$ cat src/rtl/sync_to_async_tx.sv
// sync_to_async_tx
//   Clocked producer for a 4-phase bundled-data asynchronous channel.
//   Words arrive on a valid/ready interface, are buffered in a small FIFO,
//   and each is played out as one complete r_o/a_i handshake with d_o held
//   stable from before the request rises until the acknowledge has returned low.
//   The returning acknowledge is brought into clk through a flop synchroniser.
//
// Parameters
//   N            data width of in_data and d_o
//   DEPTH        FIFO entries (power of 2, >= 2)
//   SYNC_STAGES  flops in the a_i synchroniser (>= 2)
//
// Ports
//   clk       in   system clock
//   rst       in   asynchronous, active-high reset
//   in_valid  in   producer has a word on in_data
//   in_ready  out  FIFO can accept (transfer on in_valid & in_ready at posedge clk)
//   in_data   in   word to send
//   r_o       out  asynchronous request, registered
//   a_i       in   asynchronous acknowledge from the receiver
//   d_o       out  bundled data, registered
//   level     out  FIFO occupancy
//   busy      out  handshake FSM not idle
module sync_to_async_tx #(
    parameter int unsigned N           = 6,
    parameter int unsigned DEPTH       = 4,
    parameter int unsigned SYNC_STAGES = 2
) (
    input  logic                       clk,
    input  logic                       rst,
    input  logic                       in_valid,
    output logic                       in_ready,
    input  logic [N-1:0]               in_data,
    output logic                       r_o,
    input  logic                       a_i,
    output logic [N-1:0]               d_o,
    output logic [$clog2(DEPTH+1)-1:0] level,
    output logic                       busy
);

    localparam int unsigned LW = $clog2(DEPTH + 1);
    localparam int unsigned AW = $clog2(DEPTH);

    typedef enum logic [1:0] {
        IDLE,
        SETUP,
        REQ_HI,
        REQ_LO
    } state_t;

    state_t                 state;
    state_t                 state_nx;
    logic                   r_nx;
    logic                   pop;
    logic                   push;
    logic                   ready_en;
    logic                   ack_s;
    logic [SYNC_STAGES-1:0] sync_q;
    logic [N-1:0]           mem [DEPTH];
    logic [AW-1:0]          wr_ptr;
    logic [AW-1:0]          rd_ptr;
    logic [LW-1:0]          count;

    // ------------------------------------------------------------------
    // FIFO
    // ------------------------------------------------------------------
    // ready_en keeps in_ready low during reset and rises on the first edge
    // after release.
    always_ff @(posedge clk or posedge rst) begin
        if (rst) begin
            ready_en <= 1'b0;
        end else begin
            ready_en <= 1'b1;
        end
    end

    assign in_ready = ready_en && (count != LW'(DEPTH));
    assign push     = in_valid && in_ready;
    assign level    = count;

    always_ff @(posedge clk) begin
        if (push) begin
            mem[wr_ptr] <= in_data;
        end
    end

    // DEPTH is a power of 2, so the pointers wrap naturally at AW bits.
    always_ff @(posedge clk or posedge rst) begin
        if (rst) begin
            wr_ptr <= '0;
            rd_ptr <= '0;
            count  <= '0;
        end else begin
            if (push) begin
                wr_ptr <= wr_ptr + AW'(1);
            end
            if (pop) begin
                rd_ptr <= rd_ptr + AW'(1);
            end
            case ({push, pop})
                2'b10:   count <= count + LW'(1);
                2'b01:   count <= count - LW'(1);
                default: count <= count;
            endcase
        end
    end

    // ------------------------------------------------------------------
    // Acknowledge synchroniser
    // ------------------------------------------------------------------
    always_ff @(posedge clk or posedge rst) begin
        if (rst) begin
            sync_q <= '0;
        end else begin
            sync_q <= {sync_q[SYNC_STAGES-2:0], a_i};
        end
    end

    assign ack_s = sync_q[SYNC_STAGES-1];

    // ------------------------------------------------------------------
    // Handshake FSM
    // ------------------------------------------------------------------
    always_ff @(posedge clk or posedge rst) begin
        if (rst) begin
            state <= IDLE;
            r_o   <= 1'b0;
        end else begin
            state <= state_nx;
            r_o   <= r_nx;
        end
    end

    // Loading d_o is tied to the pop, so data only changes on entry to SETUP
    // and a full SETUP cycle with r_o low always precedes the request.
    always_comb begin
        state_nx = state;
        r_nx     = 1'b0;
        pop      = 1'b0;
        case (state)
            IDLE: begin
                if (count != '0) begin
                    state_nx = SETUP;
                    pop      = 1'b1;
                end
            end
            SETUP: begin
                // Receiver may still be holding its ack high; wait it out.
                if (!ack_s) begin
                    state_nx = REQ_HI;
                    r_nx     = 1'b1;
                end
            end
            REQ_HI: begin
                r_nx = 1'b1;
                if (ack_s) begin
                    state_nx = REQ_LO;
                    r_nx     = 1'b0;
                end
            end
            REQ_LO: begin
                if (!ack_s) begin
                    if (count != '0) begin
                        state_nx = SETUP;
                        pop      = 1'b1;
                    end else begin
                        state_nx = IDLE;
                    end
                end
            end
            default: begin
                state_nx = IDLE;
            end
        endcase
    end

    always_ff @(posedge clk or posedge rst) begin
        if (rst) begin
            d_o <= '0;
        end else if (pop) begin
            d_o <= mem[rd_ptr];
        end
    end

    assign busy = (state != IDLE);

endmodule
$ cat config.mk
export PLATFORM = sky130hd
export DESIGN_NAME = sync_to_async_tx
export DESIGN_NICKNAME = d
export VERILOG_FILES = /design/src/rtl/sync_to_async_tx.sv
export SDC_FILE = /design/constraint.sdc
export NUM_CORES = 1
export LEC_CHECK = 0
export BUFFER_PORTS_ARGS = -buffer_cell sky130_fd_sc_hd__buf_4
export CAP_MARGIN = 20
export CORE_MARGIN = 10
export CORE_UTILIZATION = 48
export DETAILED_ROUTE_END_ITERATION = 10
export PLACE_DENSITY = 0.7
export SYNTH_ARGS = -nofsm -noshare
export SYNTH_HDL_FRONTEND = slang
export SYNTH_SLANG_ARGS = --single-unit
export TNS_END_PERCENT = 1
$ cat constraint.sdc
create_clock -name clk -period 2.3 [get_ports clk]
set_clock_uncertainty 0.2 [all_clocks]
set_input_delay 0.115 -clock clk [delete_from_list [all_inputs] [get_ports clk]]
set_output_delay 0.115 -clock clk [all_outputs]
set_load 0.05 [all_outputs]
# After elaboration in Yosys (flattened, before gate mapping)
# Memories as Yosys holds them, arrays and structs flattened. A register that Yosys moved wholly into a read port is not among the register bits.
# Cells that the tools add are included.
# totals
in_bits	10
output_inout_bits	12
mem_bits_rw	24
register_bits	13
word_cells	44
memories	1
# memory_table
memory	depth	word_bits	rd	rd_clocked_by_memory_dff	wr	line	text
mem	4	6	1	1	1	59	logic [N-1:0] mem [DEPTH];
# classes
reduce_logical	8
n_eq_ne	10
add_sub_neg	4
mux	14
# op_table
cell	count
2-bit two-way mux	4
2-bit != test, second input constant	4
2-bit case mux with 4 select lines	1
1-bit two-way mux	7
2-bit equality test, second input constant	3
3-bit case mux with 2 select lines	1
2-bit by 1-bit adder with 2-bit output, second input constant	2
2-bit by 1-bit equality test with 1-bit output, second input constant	2
4-bit AND reduction	1
2-bit nonzero test	2
3-bit by 1-bit adder with 3-bit output, second input constant	1
3-bit != test, second input constant	1
3-bit nonzero test	1
3-bit by 1-bit subtractor with 3-bit output, second input constant	1
1-bit logical AND	2
2-bit logical NOT	1
1-bit case mux with 2 select lines	1
2-bit OR reduction	1

# Logic depth before layout (Yosys ltp)
# Gate-level depths: netlist of run 1.
# logic_depth
depth_word	6
ltp_mapped	10
ltp_nobuf	10

# Worst setup path after synthesis of run 1
# OpenSTA, ideal clock, no wires.
# synth_path
path_kind	flip-flop to flip-flop
from	reg state[0]
to	reg count[2], in the netlist level[2]
arrival_time_ns	2.352
period_less_slack_ns	2.632
setup_slack_ns	-0.332
path_buffers	0
path_stages_with_launch	11
setup_ns	0.080
required_time_ns	2.020
path_cell_list	dfrtp_1 -> inv_1 -> ha_1 -> inv_1 -> a211oi_4 -> ha_1 -> inv_1 -> fa_1 -> xor2_1 -> nor2_1 -> xnor2_1
# synth_via
elab_chain_cells	4
word_cells_on_any_way	7
classes_between	eq/ne: 3; mux: 2; reduce/logical: 2
# synth_lines
element	line	text
from (decl)	51	state_t state;
from (signal assigned)	129	state <= state_nx;
2-bit equality test / 2-bit logical NOT (equally long branches)	140	case (state)
1-bit case mux with 2 select lines *	140	
named net pop	54	logic pop;
2-bit by 1-bit equality test with 1-bit output / 2-bit equality test (equally long branches)	100	case ({push, pop})
3-bit case mux with 2 select lines / 2-bit nonzero test (equally long branches)	n/a	
to (signal assigned)	101	2'b10: count <= count + LW'(1);
to (signal assigned)	102	2'b01: count <= count - LW'(1);
to (signal assigned)	103	default: count <= count;
to (decl)	62	logic [LW-1:0] count;
# Mark *: on every way through the listed nets, which the timed path passes. The rest lies on a longest branch.
# A chain may end at the register's enable or synchronous reset.

# Final worst setup path of run 1
# Same ends and word-level chain as after synthesis.

==> results of run 1 <==
[per-stage QoR]
stage / TNS [ns] / cells
floorplan: -0.5047 / 110
global placement: 0 / 181
detailed placement: -0.05221 / 181
CTS: 0 / 203
global route: -0.09125 / 208
finish: 0 / 208
[final cells by class]
| cell class | count | area [um2] |
|---|---|---|
| Inverter | 12 | 50.05 |
| Clock buffer | 5 | 68.82 |
| Sequential cell | 43 | 1199 |
| Fill cell | 265 | 1282 |
| Multi-Input combinational cell | 53 | 639.4 |
| Clock inverter | 3 | 38.79 |
| Tap cell | 48 | 60.06 |
| Timing Repair Buffer | 44 | 350.3 |
[flip-flops by register name, indices dropped and copies added, names as in the netlist]
register	flops
mem	24
rd_ptr	2
sync_q	2
level	3
d_o	6
wr_ptr	2
ready_en	1
state	2
r_o	1
[logic make-up after synthesis]
kind of cell / after synthesis / share of synthesized area
DFF: 43 / 0.6459
muxes: 15 / 0.1270
buffers and inverters: 14 / 0.02905
and+or+nand+nor: 13 / 0.04797
adders and majority gates: 11 / 0.07838
AOI/OAI and AO/OA: 7 / 0.04121
xor gates and xnor gates: 6 / 0.02838
other: 1 / 0.002025
[final timing paths]
path	slack (ns)	end	startpoint	cells after the start
max in group asynchronous	1.04	state[1]$_DFFE_PP0P_	rst	3
worst max-delay path	0.09	level[2]$_DFFE_PP0P_	state[0]$_DFFE_PP0P_	10
min in group asynchronous	0.32	rd_ptr[1]$_DFFE_PP0P_	rst	3
worst min-delay path	0.10	wr_ptr[0]$_DFFE_PP0P_	in_valid	4
worst min register to register	0.15	sync_q[1]$_DFF_PP0_	sync_q[0]$_DFF_PP0_	0
worst max register to register	0.09	level[2]$_DFFE_PP0P_	state[0]$_DFFE_PP0P_	10
[power by group]
| part | switching (W) | internal (W) | leakage (nW) |
|---|---|---|---|
| registers | 0.000200 | 0.00102 | 0.438 |
| clock network | 0.000254 | 0.000318 | 0.0556 |
| logic | 0.000869 | 0.000813 | 0.499 |
| total | 0.00132 | 0.00215 | 0.993 |
[Yosys cell counts]
master     instances  area share
o311a_2            1      0.0061
nand3_1            1      0.0027
and2b_2            1      0.0047
or2_2              1      0.0034
mux2_2             8       0.049
nand2b_1           2      0.0068
a211oi_4           1       0.011
xor2_1             2      0.0095
and2_1             4       0.014
conb_1             1      0.0020
edfxtp_1          24        0.39
xnor2_1            4       0.019
mux2i_1            1      0.0054
nor2_1             1      0.0020
and2b_1            1      0.0041
a41o_1             1      0.0054
o41a_1             1      0.0061
ha_1              10       0.068
dfrtp_1           19        0.26
buf_1              1      0.0020
or4b_1             1      0.0054
buf_2              1      0.0027
inv_1             12       0.024
o31a_2             1      0.0054
fa_1               1       0.011
a2111oi_0          1      0.0047
mux4_2             6       0.073
nor3_2             1      0.0054
o21ai_0            1      0.0027
[routing by layer]
layer  vias up  GRT usage
met3         6    0.03996
li1        487          -
met5         -          0
met4         0    0.06633
met2        15     0.1904
met1       530     0.1286
[what timing repair did]
item,in CTS,in global routing
setup endpoints to repair,1,2
pin swaps,3,4
hold buffers,8,0
buffers inserted,6,5
hold endpoints to repair,44,0
resized for setup,6,8
[tightest hold or removal path: cells and delay by family]
kind                   cells  cell delay [ns]
buffers and inverters      2             0.21
XOR/XNOR                   1             0.06
AO/OA/AOI/OAI              1             0.17
==> flow_summary.json, run 1 <==
{
  "cpMostUsedCell": "inv_4",
  "ys_seq_area_frac": 0.6459,
  "die-height_um": 82.11,
  "setup_ws_ns": 0.08680,
  "powerDensity_nw_per_um2": 1445,
  "crit_family": "adder cells",
  "pre_cts_slack_ns": -0.05221,
  "cts_max_level": 2,
  "end_kind": "flip-flop",
  "start_util": 0.5020,
  "rows": 22,
  "period_needed_ns": 2.213,
  "grt.total_usage": 0.1158,
  "die_area_um2": 6742,
  "diodes": 0,
  "wl_met1_um": 1414,
  "fin_area_um2": 2406,
  "grt_pass1_wl_um": 5699,
  "vias_per_cell": 4.990,
  "area_delta_synth_final_pct": 29.93,
  "final_util": 0.6523,
  "synth_cells": 110,
  "wl_um": 3375,
  "post-route-period-util": 0.9623,
  "grt_max_degree": 20,
  "cp_data_arrival_time_ns": 2.23,
  "synth_cell_types": 29,
  "startpoint_type": "flip-flop",
  "clk_pin_slew_ns": 0.08,
  "cts_tree": "built",
  "final_max_slew_viol_count": 0,
  "worst-path-buf-inv": 3,
  "wl_per_cell_um": 16.23,
  "synth_fp_nets": 131,
  "finalSetupViolations": 0,
  "dpl.hpwl_um": 2269,
  "hp-class": "input port to flip-flop",
  "synthesis.area_um2": 1852,
  "dr.max_layer_used": "met4",
  "ys_seq_elements": 43,
  "max_stage_delay_ns": 0.46,
  "rsz0062_at_grt": "true",
  "gr-total-overflow": 0,
  "drive_gt1_frac": 0.4625,
  "vias": 1038,
  "final_hold_viol_count": 0,
  "final_nets": 180,
  "port_buffers": 21,
  "met2_length_um": 1699,
  "drt-initial-drc-count": 39,
  "cts.path.max_buffers": 2,
  "met3_wirelength_um": 195,
  "layout_commonest_cell": "buf_4",
  "cp_slowest_cell": "dfrtp_2",
  "cp_max_fo": 4,
  "cts_buffers": 5,
  "place_area_um2": 2091,
  "ioPinCount": 22,
  "die_w_um": 82.11,
  "cap_viol_max_count": 0,
  "clock_latency_ns": 0.30,
  "grt_pass1_vias": 1174,
  "holdWs_ns": 0.1008,
  "core_area_um2": 3689,
  "dr.pass1.iters": 4,
  "fmax_ghz": 0.4518,
  "required_ns": 2.32,
  "crit_chain": "inv_4 -> ha_4 -> inv_4 -> a211oi_4 -> ha_2 -> inv_2 -> fa_2 -> xor2_1 -> nor2_1 -> xnor2_1",
  "p_leak_nw": 0.9928,
  "worst_pin_slew_ns": 0.7879,
  "path_class": "flip-flop to flip-flop",
  "synth_warnings": 0,
  "ant_nets": 0,
  "syn_avg_cell_area_um2": 16.83,
  "cts.sinks": 43,
  "drc_errors": 0,
  "layout_common_cells": "buf_4 (36), edfxtp_1 (24), dfrtp_1 (17)",
  "status": "finished, final reports clean",
  "routabilityCongestion": 0.7752,
  "p_total_w": 0.003477,
  "cts_root_buf": "clkbuf_8",
  "antenna_found_initial": 0,
  "max_slew_margin": 0.4742,
  "vdd.ir_drop.worst_mv": 0.5320
}
Note: power is estimated with default switching activity, not from simulation.
==> inputs of run 2 (changes only) <==
--- a/config.mk
+++ b/config.mk
@@ -11,6 +11,7 @@
 export CORE_UTILIZATION = 48
 export DETAILED_ROUTE_END_ITERATION = 10
 export PLACE_DENSITY = 0.7
+export REMOVE_ABC_BUFFERS = 1
 export SYNTH_ARGS = -nofsm -noshare
 export SYNTH_HDL_FRONTEND = slang
 export SYNTH_SLANG_ARGS = --single-unit
==> run 2 against run 1 <==
The run now ends with setup timing left. Worst setup slack got worse by 0.089 ns. Flip-flop and latch count did not move. Cell area fell by 1.8%. Die area did not move. Hold slack improved by 0.0079 ns. Critical path type unchanged. Largest power group unchanged. Highest routed layer unchanged.
==> flow_summary.json, run 2 (synthesized netlist as in run 1, its figures left out) <==
{
  "violations": "setup timing",
  "core_area_um2": 3689,
  "grt_pass1_wl_um": 5340,
  "die_w_um": 82.11,
  "max_stage_delay_ns": 0.43,
  "intPower_w": 0.002092,
  "final_hold_viol_count": 0,
  "period_needed_ns": 2.303,
  "cts.path.max_buffers": 2,
  "finalSetupViolations": 1,
  "grt_max_degree": 20,
  "ff2ff_setup_slack_ns": -0.003,
  "fmax_ghz": 0.4343,
  "max_slew_margin": 0.4921,
  "drt-initial-drc-count": 55,
  "dr.pass1.iters": 4,
  "start_util": 0.5020,
  "cap_viol_max_count": 0,
  "cp_max_fo": 4,
  "p_leak_nw": 0.9744,
  "layout_common_cells": "buf_4 (32), edfxtp_1 (24), dfrtp_1 (19)",
  "crit_chain": "ha_2 -> nand2b_4 -> a211oi_4 -> ha_2 -> inv_2 -> fa_2 -> xor2_1 -> nor2_1 -> xnor2_1",
  "rows": 22,
  "clk_pin_slew_ns": 0.08,
  "path_class": "flip-flop to flip-flop",
  "port_buffers": 21,
  "powerDensity_nw_per_um2": 1430,
  "startpoint_type": "flip-flop",
  "vias_per_cell": 4.961,
  "drc_errors": 0,
  "area_delta_synth_final_pct": 27.57,
  "wl_per_cell_um": 15.94,
  "status": "finished with violations",
  "end_kind": "flip-flop",
  "pre_cts_slack_ns": -0.06422,
  "clock_power_share": 0.171,
  "hp-class": "input port to flip-flop",
  "cts_tree": "built",
  "largest_reg_flops": 24,
  "top_register": "mem",
  "final_cells": 204,
  "final_nets": 176,
  "vdd.ir_drop.worst_mv": 0.6653,
  "cts_max_level": 2,
  "antenna_found_initial": 0,
  "seqPwrFrac": 0.356,
  "die-height_um": 82.11,
  "r2r_start": "state[0]$_DFFE_PP0P_",
  "grt.total_usage": 0.1054,
  "die_area_um2": 6742,
  "dp.cells": 181,
  "wl_um": 3251,
  "layout_commonest_cell": "buf_4",
  "cp_slowest_cell": "dfrtp_1",
  "cts.sinks": 43,
  "setup.worst_path.end": "level[2]$_DFFE_PP0P_",
  "final_max_slew_viol_count": 0,
  "gr-total-overflow": 0,
  "rr_endpoint": "level[2]$_DFFE_PP0P_",
  "final_util": 0.6404,
  "rsz0062_at_grt": "true",
  "power_switching_share": 0.3805,
  "combPwrFrac": 0.473,
  "post-route-period-util": 1.001,
  "reg2reg_depth": 9,
  "required_ns": 2.31,
  "grt_pass1_vias": 1132,
  "cts_buffers": 5,
  "drive_gt1_frac": 0.4295,
  "ioPinCount": 22,
  "vias": 1012,
  "switchingPower_w": 0.001285,
  "diodes": 0,
  "ant_nets": 0,
  "routabilityCongestion": 0.7120,
  "cp_data_arrival_time_ns": 2.31,
  "cts_root_buf": "clkbuf_8",
  "cp-startpoint": "state[0]$_DFFE_PP0P_",
  "clock_latency_ns": 0.29,
  "setup_ws_ns": -0.002612,
  "worst_pin_slew_ns": 0.7610,
  "cpMostUsedCell": "ha_2",
  "dpl.hpwl_um": 2260
}
run 2: critical path, delay by kind of cell, from the launching register on:
kind | cells | cell delay (ns)
AO/OA/AOI/OAI | 1 | 0.26
buffers and inverters | 1 | 0.04
flip-flops | 1 | 0.43
adder cells (fa/ha/maj) | 3 | 0.80
AND/OR/NAND/NOR | 2 | 0.20
XOR/XNOR | 2 | 0.28
run 2: timing repair:
item                                   4_1_cts  5_1_grt
setup buffers                                5        2
hold buffers                                 8        0
setup endpoints to repair                    1        1
pin swaps                                    3        4
endpoints found under the hold margin       44        0
gates resized for setup                      6        2
run 2: how the worst min path moves through the flow:
stage / startpoint / endpoint / depth (start not counted)
finish: in_valid / wr_ptr[0]$_DFFE_PP0P_ / 4
global route: in_valid / wr_ptr[0]$_DFFE_PP0P_ / 4
floorplan: rst / d_o[0]$_DFFE_PP0P_ / 1
global placement: a_i / sync_q[0]$_DFF_PP0_ / 1
CTS: in_valid / wr_ptr[0]$_DFFE_PP0P_ / 4
detailed placement: a_i / sync_q[0]$_DFF_PP0_ / 1
run 2: power by group through the flow:
stage	Clock (W)	Combinational [W]	Sequential (W)
5_1_grt	0.000627	0.00173	0.00124
3_3_place_gp	0	0.00140	0.00121
4_1_cts	0.000593	0.00157	0.00121
2_1_floorplan	0	0.000745	0.00149
3_5_place_dp	0	0.00144	0.00123
6_report	0.000576	0.00160	0.00120
run 2: cell type report:
class / instances / area [um2]
Tap cell: 48 / 60.06
Clock inverter: 3 / 42.54
Clock buffer: 5 / 68.82
Sequential cell: 43 / 1196
Inverter: 12 / 45.04
Fill cell: 281 / 1326
Timing Repair Buffer: 40 / 320.3
Multi-Input combinational cell: 53 / 629.4
run 2: per-layer routing:
layer	GRT usage	up-vias	wire (um)
met1	0.1173	511	1318
met2	0.1826	20	1737
met4	0.03061	0	17
li1	-	479	-
met3	0.04212	2	177
met5	0	-	0
run 2: per-stage QoR:
stage / cell area [um2] / power, W / TNS (ns) / hold WS (ns)
CTS: 2340 / 0.003375 / 0 / 0.1081
global placement: 2091 / 0.002611 / 0 / 0.02578
finish: 2362 / 0.003378 / -0.002612 / 0.1087
detailed placement: 2091 / 0.002666 / -0.06422 / 0.02589
floorplan: 1843 / 0.002236 / -0.5047 / -0.1339
global route: 2362 / 0.003592 / -0.09866 / 0.1377
==> inputs of run 3 (changes only) <==
--- a/config.mk
+++ b/config.mk
@@ -10,7 +10,7 @@
 export CORE_MARGIN = 10
 export CORE_UTILIZATION = 48
 export DETAILED_ROUTE_END_ITERATION = 10
-export PLACE_DENSITY = 0.7
+export PLACE_DENSITY = 0.68
 export REMOVE_ABC_BUFFERS = 1
 export SYNTH_ARGS = -nofsm -noshare
 export SYNTH_HDL_FRONTEND = slang
==> constraint.sdc (replaced) <==
create_clock -name clk -period 2.9 [get_ports clk]
set_clock_uncertainty 0.2 [all_clocks]
set_input_delay 0.145 -clock clk [delete_from_list [all_inputs] [get_ports clk]]
set_output_delay 0.145 -clock clk [all_outputs]
set_load 0.05 [all_outputs]
==> run 3 against run 2 <==
The run now ends clean. Clock power is 5.9% lower. Critical path depth stayed put. Via count is 4.8% lower.
==> flow_summary.json, run 3 (synthesized netlist as in run 1, its figures left out) <==
{
  "die_w_um": 82.11,
  "path_class": "flip-flop to flip-flop",
  "start_util": 0.5020,
  "cts_tree": "built",
  "vdd.ir_drop.worst_mv": 0.4770,
  "die-height_um": 82.11,
  "hp-class": "input port to flip-flop",
  "port_buffers": 21,
  "holdWs_ns": 0.09839,
  "largest_reg_flops": 24,
  "antenna_found_initial": 0,
  "post_cts_buffers": 0,
  "clk_pin_slew_ns": 0.08,
  "status": "finished, final reports clean",
  "r2r_start": "state[0]$_DFFE_PP0P_",
  "postCtsHoldBufs": 8,
  "cts_buffers": 5,
  "worst_pin_slew_ns": 0.7415,
  "wl_per_cell_um": 16.83,
  "cts_root_buf": "clkbuf_8",
  "cts.path.max_buffers": 2,
  "setup_tns_ns": 0,
  "powerDensity_nw_per_um2": 1150,
  "worstHoldStart": "in_valid",
  "final_max_slew_viol_count": 0,
  "final_hold_viol_count": 0,
  "postCtsResizedCells": 0,
  "area_delta_synth_final_pct": 23.38,
  "end_kind": "flip-flop",
  "rsz0062_at_grt": "false",
  "grt_pass1_vias": 1071,
  "die_area_um2": 6742,
  "max_slew_margin": 0.5051,
  "finalSetupViolations": 0,
  "diodes": 0,
  "final_nets": 166,
  "wl_um": 3265,
  "post-route-period-util": 0.8375,
  "required_ns": 2.92,
  "layout_commonest_cell": "edfxtp_1",
  "final_util": 0.6194,
  "cp_max_fo": 4,
  "clock_latency_ns": 0.29,
  "cts.sinks": 43,
  "routabilityCongestion": 0.7426,
  "drive_gt1_frac": 0.3425,
  "grt_max_degree": 20,
  "dr.pass1.iters": 4,
  "vias_per_cell": 4.964,
  "vias": 963,
  "drt-initial-drc-count": 52,
  "top_register": "mem",
  "rows": 22,
  "gr-total-overflow": 0,
  "ant_nets": 0,
  "p_leak_nw": 0.9328,
  "core_area_um2": 3689,
  "ioPinCount": 22,
  "cp_data_arrival_time_ns": 2.45,
  "drc_errors": 0,
  "startpoint_type": "flip-flop",
  "grt.total_usage": 0.1096,
  "period_needed_ns": 2.429,
  "cp-startpoint": "state[0]$_DFFE_PP0P_",
  "dpl.hpwl_um": 2300,
  "grt_pass1_wl_um": 5326,
  "fmax_ghz": 0.4118,
  "cap_viol_max_count": 0,
  "layout_common_cells": "edfxtp_1 (24), buf_4 (22), dfrtp_1 (19)",
  "cts_max_level": 2
}
run 3: changes by cell type in the layout (fill, tap and decap cells not counted), sizes merged:
cell      previous run  this run
clkinvlp             0         1
clkinv               1         0
inv                 13        12
bufinv               1         2
buf                 32        22
run 3: layout make-up:
cell class | count | area (um2)
clock inverter | 3 | 67.56
sequential | 43 | 1196
fill | 282 | 1404
multi-input combinational | 53 | 601.8
tap | 48 | 60.06
clock buffer | 5 | 68.82
timing repair buffer | 30 | 245.2
inverter | 12 | 45.04
run 3: layer usage:
metal  wire length [um]  track usage
met5                  0            0
met4                 44      0.04082
met3                170      0.04644
met2               1656       0.1842
met1               1393       0.1216
run 3: critical path, cell delays in order (launching register included):
cell and delay (ns):
dfrtp_1 0.41, inv_1 0.11, ha_1 0.38, a211oi_4 0.21
ha_1 0.23, inv_1 0.06, fa_1 0.38, xor2_1 0.16
nor2_1 0.12, xnor2_1 0.12
run 3: worst paths after layout:
check / end / slack [ns] / cells past startpoint
worst max-delay path: level[2]$_DFFE_PP0P_ / 0.47 / 9
worst min-delay path: wr_ptr[0]$_DFFE_PP0P_ / 0.1 / 3
worst max register to register: level[2]$_DFFE_PP0P_ / 0.47 / 9
worst min register to register: sync_q[1]$_DFF_PP0_ / 0.15 / 0
max in group asynchronous: d_o[5]$_DFFE_PP0P_ / 1.69 / 3
min in group asynchronous: d_o[3]$_DFFE_PP0P_ / 0.35 / 3
run 3: power breakdown:
group / internal [W] / switching (W) / total (W)
combinational: 0.000485 / 0.000639 / 0.00112
clock: 0.000343 / 0.000199 / 0.000542
sequential: 0.000809 / 0.000152 / 0.000960
run 3: metrics by stage:
stage / cells / area [um2] / worst slack, ns / total power (W)
floorplan: 108 / 1843 / 0.2675 / 0.001773
global placement: 178 / 2068 / 0.6171 / 0.002048
detailed placement: 178 / 2068 / 0.5152 / 0.002100
CTS: 194 / 2285 / 0.4699 / 0.002660
global route: 194 / 2285 / 0.3511 / 0.002774
finish: 194 / 2285 / 0.4714 / 0.002626
